$ cat config.mk
export PLATFORM = sky130hd
export DESIGN_NAME = iob_uart16550_ctrl
export DESIGN_NICKNAME = d
export VERILOG_FILES = /design/src/rtl/iob_uart16550_ctrl.sv
export SDC_FILE = /design/constraint.sdc
export NUM_CORES = 1
export LEC_CHECK = 0
export ABC_AREA = 1
export CAP_MARGIN = 20
export CORE_ASPECT_RATIO = 1.75
export CORE_MARGIN = 8
export CORE_UTILIZATION = 35
export DETAILED_ROUTE_END_ITERATION = 7
export GPL_TIMING_DRIVEN = 1
export PLACE_DENSITY = 0.7
export SLEW_MARGIN = 20
export SYNTH_ARGS = -nofsm -noshare
export SYNTH_HDL_FRONTEND = slang
export SYNTH_SLANG_ARGS = --single-unit
$ cat constraint.sdc
create_clock -name clk_i -period 2.1 [get_ports clk_i]
set_input_delay 0.42 -clock clk_i [delete_from_list [all_inputs] [get_ports clk_i]]
set_output_delay 0.42 -clock clk_i [all_outputs]
set_load 0.02 [all_outputs]
$ cat src/rtl/iob_uart16550_ctrl.sv
// iob_uart16550_ctrl
// Wishbone master that initialises a uart16550 core and then moves bytes
// between system-side TX/RX byte streams and the UART's THR/RBR registers.
// After reset it writes LCR (with DLAB set), DLL, DLM, LCR, FCR and IER in that order.
// It then polls LSR and moves at most one byte per poll. When both sides are
// ready, it picks TX or RX in round-robin order.
//
// Optional feature: define IOB_UART16550_CTRL_ERR_EN to add the sticky
// LSR error flags err_o[3:0] = {BI, FE, PE, OE} and the err_clr_i input.
//
// Ports:
//   clk_i, cke_i, rst_i     clock, clock enable (low = hold), sync active-high reset
//   div_i                   baud divisor, latched when an init sequence starts
//   reinit_i                pulse: re-run init at the next decision point
//   init_done_o             high while initialised and servicing streams
//   tx_data_i/valid/ready   TX byte stream (ready is a one-cycle consume pulse)
//   rx_data_o/valid/ready   RX byte stream (valid/ready handshake)
//   wb_*                    Wishbone master towards the UART register port
module iob_uart16550_ctrl #(
   parameter int unsigned WB_ADDR_W = 3,
   parameter logic [7:0]  LCR_VAL   = 8'h03,
   parameter logic [7:0]  FCR_VAL   = 8'h07
) (
   input  logic                 clk_i,
   input  logic                 cke_i,
   input  logic                 rst_i,
   input  logic [15:0]          div_i,
   input  logic                 reinit_i,
   output logic                 init_done_o,
   input  logic [7:0]           tx_data_i,
   input  logic                 tx_valid_i,
   output logic                 tx_ready_o,
   output logic [7:0]           rx_data_o,
   output logic                 rx_valid_o,
   input  logic                 rx_ready_i,
`ifdef IOB_UART16550_CTRL_ERR_EN
   output logic [3:0]           err_o,
   input  logic                 err_clr_i,
`endif
   output logic [WB_ADDR_W-1:0] wb_adr_o,
   output logic                 wb_sel_o,
   output logic                 wb_we_o,
   output logic                 wb_cyc_o,
   output logic                 wb_stb_o,
   output logic [7:0]           wb_dat_o,
   input  logic                 wb_ack_i,
   input  logic [7:0]           wb_dat_i
);

   localparam logic [WB_ADDR_W-1:0] ADR_RBR = WB_ADDR_W'(0);
   localparam logic [WB_ADDR_W-1:0] ADR_DLM = WB_ADDR_W'(1);
   localparam logic [WB_ADDR_W-1:0] ADR_FCR = WB_ADDR_W'(2);
   localparam logic [WB_ADDR_W-1:0] ADR_LCR = WB_ADDR_W'(3);
   localparam logic [WB_ADDR_W-1:0] ADR_LSR = WB_ADDR_W'(5);

   typedef enum logic [3:0] {
      INIT_LCR_DLAB, INIT_DLL, INIT_DLM, INIT_LCR, INIT_FCR, INIT_IER,
      POLL, DECIDE, RD_RBR, WR_THR
   } state_t;

   typedef enum logic {RR_TX, RR_RX} rr_t;

   state_t               state, state_d, next_on_ack;
   rr_t                  rr_last, rr_d;
   logic                 pend, pend_d;
   logic                 dr, dr_d, thre, thre_d;
   logic [15:0]          div_q, div_d;
   logic                 init_done_d, tx_ready_d, rx_valid_d;
   logic [7:0]           rx_data_d;
   logic                 cyc_d, stb_d, sel_d, we_d;
   logic [WB_ADDR_W-1:0] adr_d;
   logic [7:0]           dat_d;
   logic                 is_wb, req_we;
   logic [WB_ADDR_W-1:0] req_adr;
   logic [7:0]           req_dat;
   logic                 rx_ok, tx_ok;
   logic [3:0]           err_set;

   // State and registered outputs
   always_ff @(posedge clk_i) begin
      if (rst_i) begin
         state       <= INIT_LCR_DLAB;
         rr_last     <= RR_TX;
         pend        <= 1'b0;
         dr          <= 1'b0;
         thre        <= 1'b0;
         div_q       <= '0;
         init_done_o <= 1'b0;
         tx_ready_o  <= 1'b0;
         rx_data_o   <= '0;
         rx_valid_o  <= 1'b0;
         wb_cyc_o    <= 1'b0;
         wb_stb_o    <= 1'b0;
         wb_sel_o    <= 1'b0;
         wb_we_o     <= 1'b0;
         wb_adr_o    <= '0;
         wb_dat_o    <= '0;
      end else if (cke_i) begin
         state       <= state_d;
         rr_last     <= rr_d;
         pend        <= pend_d;
         dr          <= dr_d;
         thre        <= thre_d;
         div_q       <= div_d;
         init_done_o <= init_done_d;
         tx_ready_o  <= tx_ready_d;
         rx_data_o   <= rx_data_d;
         rx_valid_o  <= rx_valid_d;
         wb_cyc_o    <= cyc_d;
         wb_stb_o    <= stb_d;
         wb_sel_o    <= sel_d;
         wb_we_o     <= we_d;
         wb_adr_o    <= adr_d;
         wb_dat_o    <= dat_d;
      end
   end

   assign rx_ok = dr & ~rx_valid_o;
   assign tx_ok = thre & tx_valid_i;

   // Next state, bus sequencing and output updates
   always_comb begin
      state_d     = state;
      rr_d        = rr_last;
      pend_d      = pend | reinit_i;
      dr_d        = dr;
      thre_d      = thre;
      div_d       = div_q;
      init_done_d = init_done_o;
      tx_ready_d  = 1'b0;
      rx_data_d   = rx_data_o;
      rx_valid_d  = rx_valid_o & ~rx_ready_i;
      cyc_d       = wb_cyc_o;
      stb_d       = wb_stb_o;
      sel_d       = wb_sel_o;
      we_d        = wb_we_o;
      adr_d       = wb_adr_o;
      dat_d       = wb_dat_o;
      err_set     = '0;
      is_wb       = 1'b1;
      req_we      = 1'b0;
      req_adr     = '0;
      req_dat     = '0;
      next_on_ack = state;

      // Register access requested by each bus-owning state
      case (state)
         INIT_LCR_DLAB: begin
            req_we = 1'b1; req_adr = ADR_LCR; req_dat = LCR_VAL | 8'h80;
            next_on_ack = INIT_DLL;
         end
         INIT_DLL: begin
            req_we = 1'b1; req_adr = ADR_RBR; req_dat = div_q[7:0];
            next_on_ack = INIT_DLM;
         end
         INIT_DLM: begin
            req_we = 1'b1; req_adr = ADR_DLM; req_dat = div_q[15:8];
            next_on_ack = INIT_LCR;
         end
         INIT_LCR: begin
            req_we = 1'b1; req_adr = ADR_LCR; req_dat = LCR_VAL & 8'h7F;
            next_on_ack = INIT_FCR;
         end
         INIT_FCR: begin
            req_we = 1'b1; req_adr = ADR_FCR; req_dat = FCR_VAL;
            next_on_ack = INIT_IER;
         end
         INIT_IER: begin
            req_we = 1'b1; req_adr = ADR_DLM; req_dat = 8'h00;
            next_on_ack = POLL;
         end
         POLL: begin
            req_adr = ADR_LSR;
            next_on_ack = DECIDE;
         end
         RD_RBR: begin
            req_adr = ADR_RBR;
            next_on_ack = POLL;
         end
         WR_THR: begin
            req_we = 1'b1; req_adr = ADR_RBR; req_dat = tx_data_i;
            next_on_ack = POLL;
         end
         default: is_wb = 1'b0;
      endcase

      if (is_wb) begin
         // Idle with cyc low: the cycle after an ack is always idle, so this also
         // enforces the one-cycle gap between transactions.
         if (!wb_cyc_o) begin
            cyc_d = 1'b1;
            stb_d = 1'b1;
            sel_d = 1'b1;
            we_d  = req_we;
            adr_d = req_adr;
            dat_d = req_dat;
            if (state == INIT_LCR_DLAB) div_d = div_i;
         end else if (wb_ack_i) begin
            cyc_d   = 1'b0;
            stb_d   = 1'b0;
            sel_d   = 1'b0;
            state_d = next_on_ack;
            case (state)
               INIT_IER: init_done_d = 1'b1;
               POLL: begin
                  dr_d    = wb_dat_i[0];
                  thre_d  = wb_dat_i[5];
                  err_set = wb_dat_i[4:1];
               end
               RD_RBR: begin
                  rx_data_d  = wb_dat_i;
                  rx_valid_d = 1'b1;
                  rr_d       = RR_RX;
               end
               WR_THR: begin
                  tx_ready_d = 1'b1;
                  rr_d       = RR_TX;
               end
               default: ;
            endcase
         end
      end else if (state == DECIDE) begin
         // A reinit pulse arriving in this very cycle is kept for the next decision.
         if (pend) begin
            init_done_d = 1'b0;
            pend_d      = reinit_i;
            state_d     = INIT_LCR_DLAB;
         end else if (rx_ok && tx_ok) begin
            state_d = (rr_last == RR_TX) ? RD_RBR : WR_THR;
         end else if (rx_ok) begin
            state_d = RD_RBR;
         end else if (tx_ok) begin
            state_d = WR_THR;
         end else begin
            state_d = POLL;
         end
      end else begin
         state_d = INIT_LCR_DLAB;
      end
   end

`ifdef IOB_UART16550_CTRL_ERR_EN
   // Sticky LSR error flags; a clear wins over a same-cycle set
   always_ff @(posedge clk_i) begin
      if (rst_i)          err_o <= '0;
      else if (cke_i) begin
         if (err_clr_i)   err_o <= '0;
         else             err_o <= err_o | err_set;
      end
   end
`else
   logic unused_err;
   assign unused_err = ^err_set;
`endif

endmodule

==> qor.csv <==
stage;metric;value;unit
floorplan;dieArea;0.008974;mm^2
drt;dr.pass1.iters;4;
worst_setup_path;r2r-start;state[0]$_SDFFE_PP0P_;
worst_setup_path;rrSetupSlack;380;ps
clock_tree;cts_htree_levels;2;
clock_tree;clock-sinks;49;
global_route;track_usage;0.1449;
global_route;grt_pass1_vias;2198;
drt;viasPerCell;4.845;
worst_setup_path;critPathBufInv;1;
floorplan;rows;37;
global_route;overflow;0;
floorplan;die_width;75.12;um
timing;worstMarginPinSlew;542.8;ps
global_route;grt_max_degree;18;
place;gp_congestion;0.8712;
synth;synth_seq_cells;49;
power;p_per_area;666.0;mW/mm^2
timing;drv_slew;0;
timing;finalClockSkew;12.07;ps
timing;setup_tns;0;ps
floorplan;fp.dieH;119.5;um
job;max_cap_viol_count;0;
timing;setup_viol;0;
drt;wl;6182;um
worst_setup_path;required;1680;ps
synth;yosysSeqAreaShare;0.4582;
clock_tree;clock-root-buffer;clkbuf_8;
worst_setup_path;worstPathCellList;clkdlybuf4s50_1;
synth;synth_nets;345;
clock_tree;cts_tree;built;
place;portBuffers;64;
worst_setup_path;endpoint_kind;primary output;
timing;fin_crit;1886;ps
synth;synth_warnings;0;
timing;finalCritPeriodShare;0.8981;
power;power.leakage;1.181;nW
min_path;hold_path_end;wb_dat_o[0]$_SDFFE_PP0P_;
min_path;hold-path-cell-count;2;
drt;drtIter0Drc;126;
clock_tree;cts-resized-gates;0;
global_route;antenna_found_initial;0;
cells_and_area;stdcell_area;0.002963;mm^2
synth;synthCells;306;
timing;whs;462.2;ps
cells_and_area;diodes;0;
clock_tree;cts.path.max_buffers;2;
power;ir_worst_vdd;415.9;uV
drt;drt_drc_violations_left;0;
timing;slew_headroom;0.6361;
cells_and_area;drive_above_1_share;0.09383;
clock_tree;cts.clk_slew.worst_paths;90;ps
worst_setup_path;crit_slowest_cell;clkdlybuf4s50_1;
drt;vias;2185;
timing;layout_setup_ws;213.9;ps
drt;antenna_left;0;
worst_setup_path;critical_path_arrival;1470;ps
worst_setup_path;cp_slowest_stage_delay;680;ps
min_path;hold_path_class;reg2reg;
clock_tree;hold_buffers;0;
synth;syn_area;0.002141;mm^2
global_route;grt_busiest_layer;met2;
cells_and_area;fin_nets;411;
clock_tree;clk_latency;300;ps
clock_tree;cts_buffers;5;
floorplan;initial_core_util;0.3641;
cells_and_area;final_cells;451;
floorplan;core_area;0.005879;mm^2
worst_setup_path;worstReg2RegEnd;wb_dat_o[0]$_SDFFE_PP0P_;
synth;synth_cell_types;22;
timing;fmax;0.5302;GHz
worst_setup_path;crit_type;reg2out;
run_status;status;complete, no violations;
cells_and_area;seqCellArea;980.9;um^2
worst_setup_path;setup.worst_path.start_class;register;
floorplan;ios;65;
cells_and_area;fill_cells;623;
worst_setup_path;critical_path.top_delay_family;buffers and inverters;
cells_and_area;area_growth;38.40;%
cells_and_area;multiInputGateArea;0.001022;mm^2
global_route;grt_pass1_wl;10050;um
place;dpl_cell_area;0.002861;mm^2
global_route;grt_use_met2;0.2625;
clock_tree;post-cts-setup-buffers;0;
worst_setup_path;path_max_fanout;6;
global_route;grtUsageMet3;0.03025;
synth;syn_area_per_cell;6.996;um^2
worst_setup_path;r2r_cells;7;
drt;wire_per_inst;13.71;um
place;preCtsSetupSlack;103.6;ps
min_path;min_from;wb_dat_o[0]$_SDFFE_PP0P_;
place;dp_cells;443;
place;hpwl;4866;um
timing;hold_viol_final;0;
timing;rsz0062_at_grt;no;
global_route;use_met1;0.1457;
## cell usage in the layout, fill, tap and decap left out, drive strengths merged
master	count
buf	7
nand3b	1
nor3	4
nand3	15
a21oi	24
nand2	69
o21ai	35
o21bai	1
clkbuf	7
clkdlybuf4s50	64
dfxtp	49
clkinv	1
inv	18
nand4	3
nor2	75
## tightest hold or removal path: cells and delay by family (launching register included)
kind / cells / cell delay (ps)
flip-flops: 1 / 320
AO/OA/AOI/OAI: 1 / 50
AND/OR/NAND/NOR: 1 / 60
## synthesized netlist by cell type
library cell,number,area [um^2]
o21bai_1,1,7.510
nand3_1,15,75.07
nor2_4,1,11.26
nor3_2,1,10.01
dfxtp_1,49,980.9
a21oi_2,6,52.55
buf_2,2,10.01
nand4_1,3,18.77
inv_2,3,11.26
nand2_1,66,247.7
inv_1,15,56.30
nor2_1,68,255.2
nor2_2,6,37.54
buf_6,2,22.52
nor3_1,3,15.01
o21ai_0,34,170.2
nand3b_1,1,7.510
a21oi_1,18,90.09
clkbuf_1,6,22.52
o21ai_1,1,5.000
nand2_2,3,18.77
buf_4,2,15.01
## metrics by stage
| stage | utilization | power [mW] |
|---|---|---|
| after floorplan | - | 1.227 |
| after global placement | 0.4867 | 1.383 |
| after detailed placement | 0.4867 | 1.389 |
| after CTS | 0.5039 | 1.992 |
| after global routing | 0.5039 | 2.071 |
| final | 0.5039 | 1.973 |
## metal layers
metal / wire, um / part of all wire
met1: 2411 / 0.39
met2: 3370 / 0.55
met3: 208 / 0.034
met4: 192 / 0.031
met5: 0 / 0
## worst max-delay path by stage
stage                           endpoint  cells after the start  slack [ps]                   from
2_1_floorplan   wb_dat_o[3]$_SDFFE_PP0P_                     10         740  state[2]$_SDFFE_PP0P_
3_3_place_gp   rx_data_o[7]$_SDFFE_PP0P_                      6         150                  cke_i
3_5_place_dp   rx_data_o[0]$_SDFFE_PP0P_                      6         100                  cke_i
4_1_cts                         wb_cyc_o                      1         210  wb_cyc_o$_SDFFE_PP0P_
5_1_grt                         wb_cyc_o                      1         160  wb_cyc_o$_SDFFE_PP0P_
6_report                        wb_cyc_o                      1         210  wb_cyc_o$_SDFFE_PP0P_
## cells by family (layout without fill, tap and decap cells)
| group | Yosys count | after routing | synth area share |
|---|---|---|---|
| DFF | 49 | 49 | 0.4582 |
| and+or+nand+nor | 167 | 167 | 0.3255 |
| buffers and inverters | 30 | 97 | 0.06428 |
| AOI/OAI and AO/OA | 60 | 60 | 0.1520 |
## registers in the layout, indices dropped and copies added, names as in the netlist, 3 cells and up
register,flops
rx_data_o,8
wb_adr_o,3
state,4
div_q,16
wb_dat_o,8
## area by class of cell
type,count,area share
Sequential cell,49,0.3311
Clock buffer,7,0.03252
Tap cell,78,0.03294
Timing Repair Buffer,71,0.2340
Multi-Input combinational cell,227,0.3450
Inverter,18,0.02280
Clock inverter,1,0.001689
## report_power, final
| part | leakage [nW] | total, mW | internal, mW | switching, mW |
|---|---|---|---|---|
| Clock | 0.0542 | 0.608 | 0.298 | 0.310 |
| Sequential | 0.400 | 1.02 | 0.985 | 0.0389 |
| Combinational | 0.726 | 0.341 | 0.163 | 0.178 |
| Total | 1.18 | 1.97 | 1.45 | 0.527 |
Power figures use the tool's default switching activity.
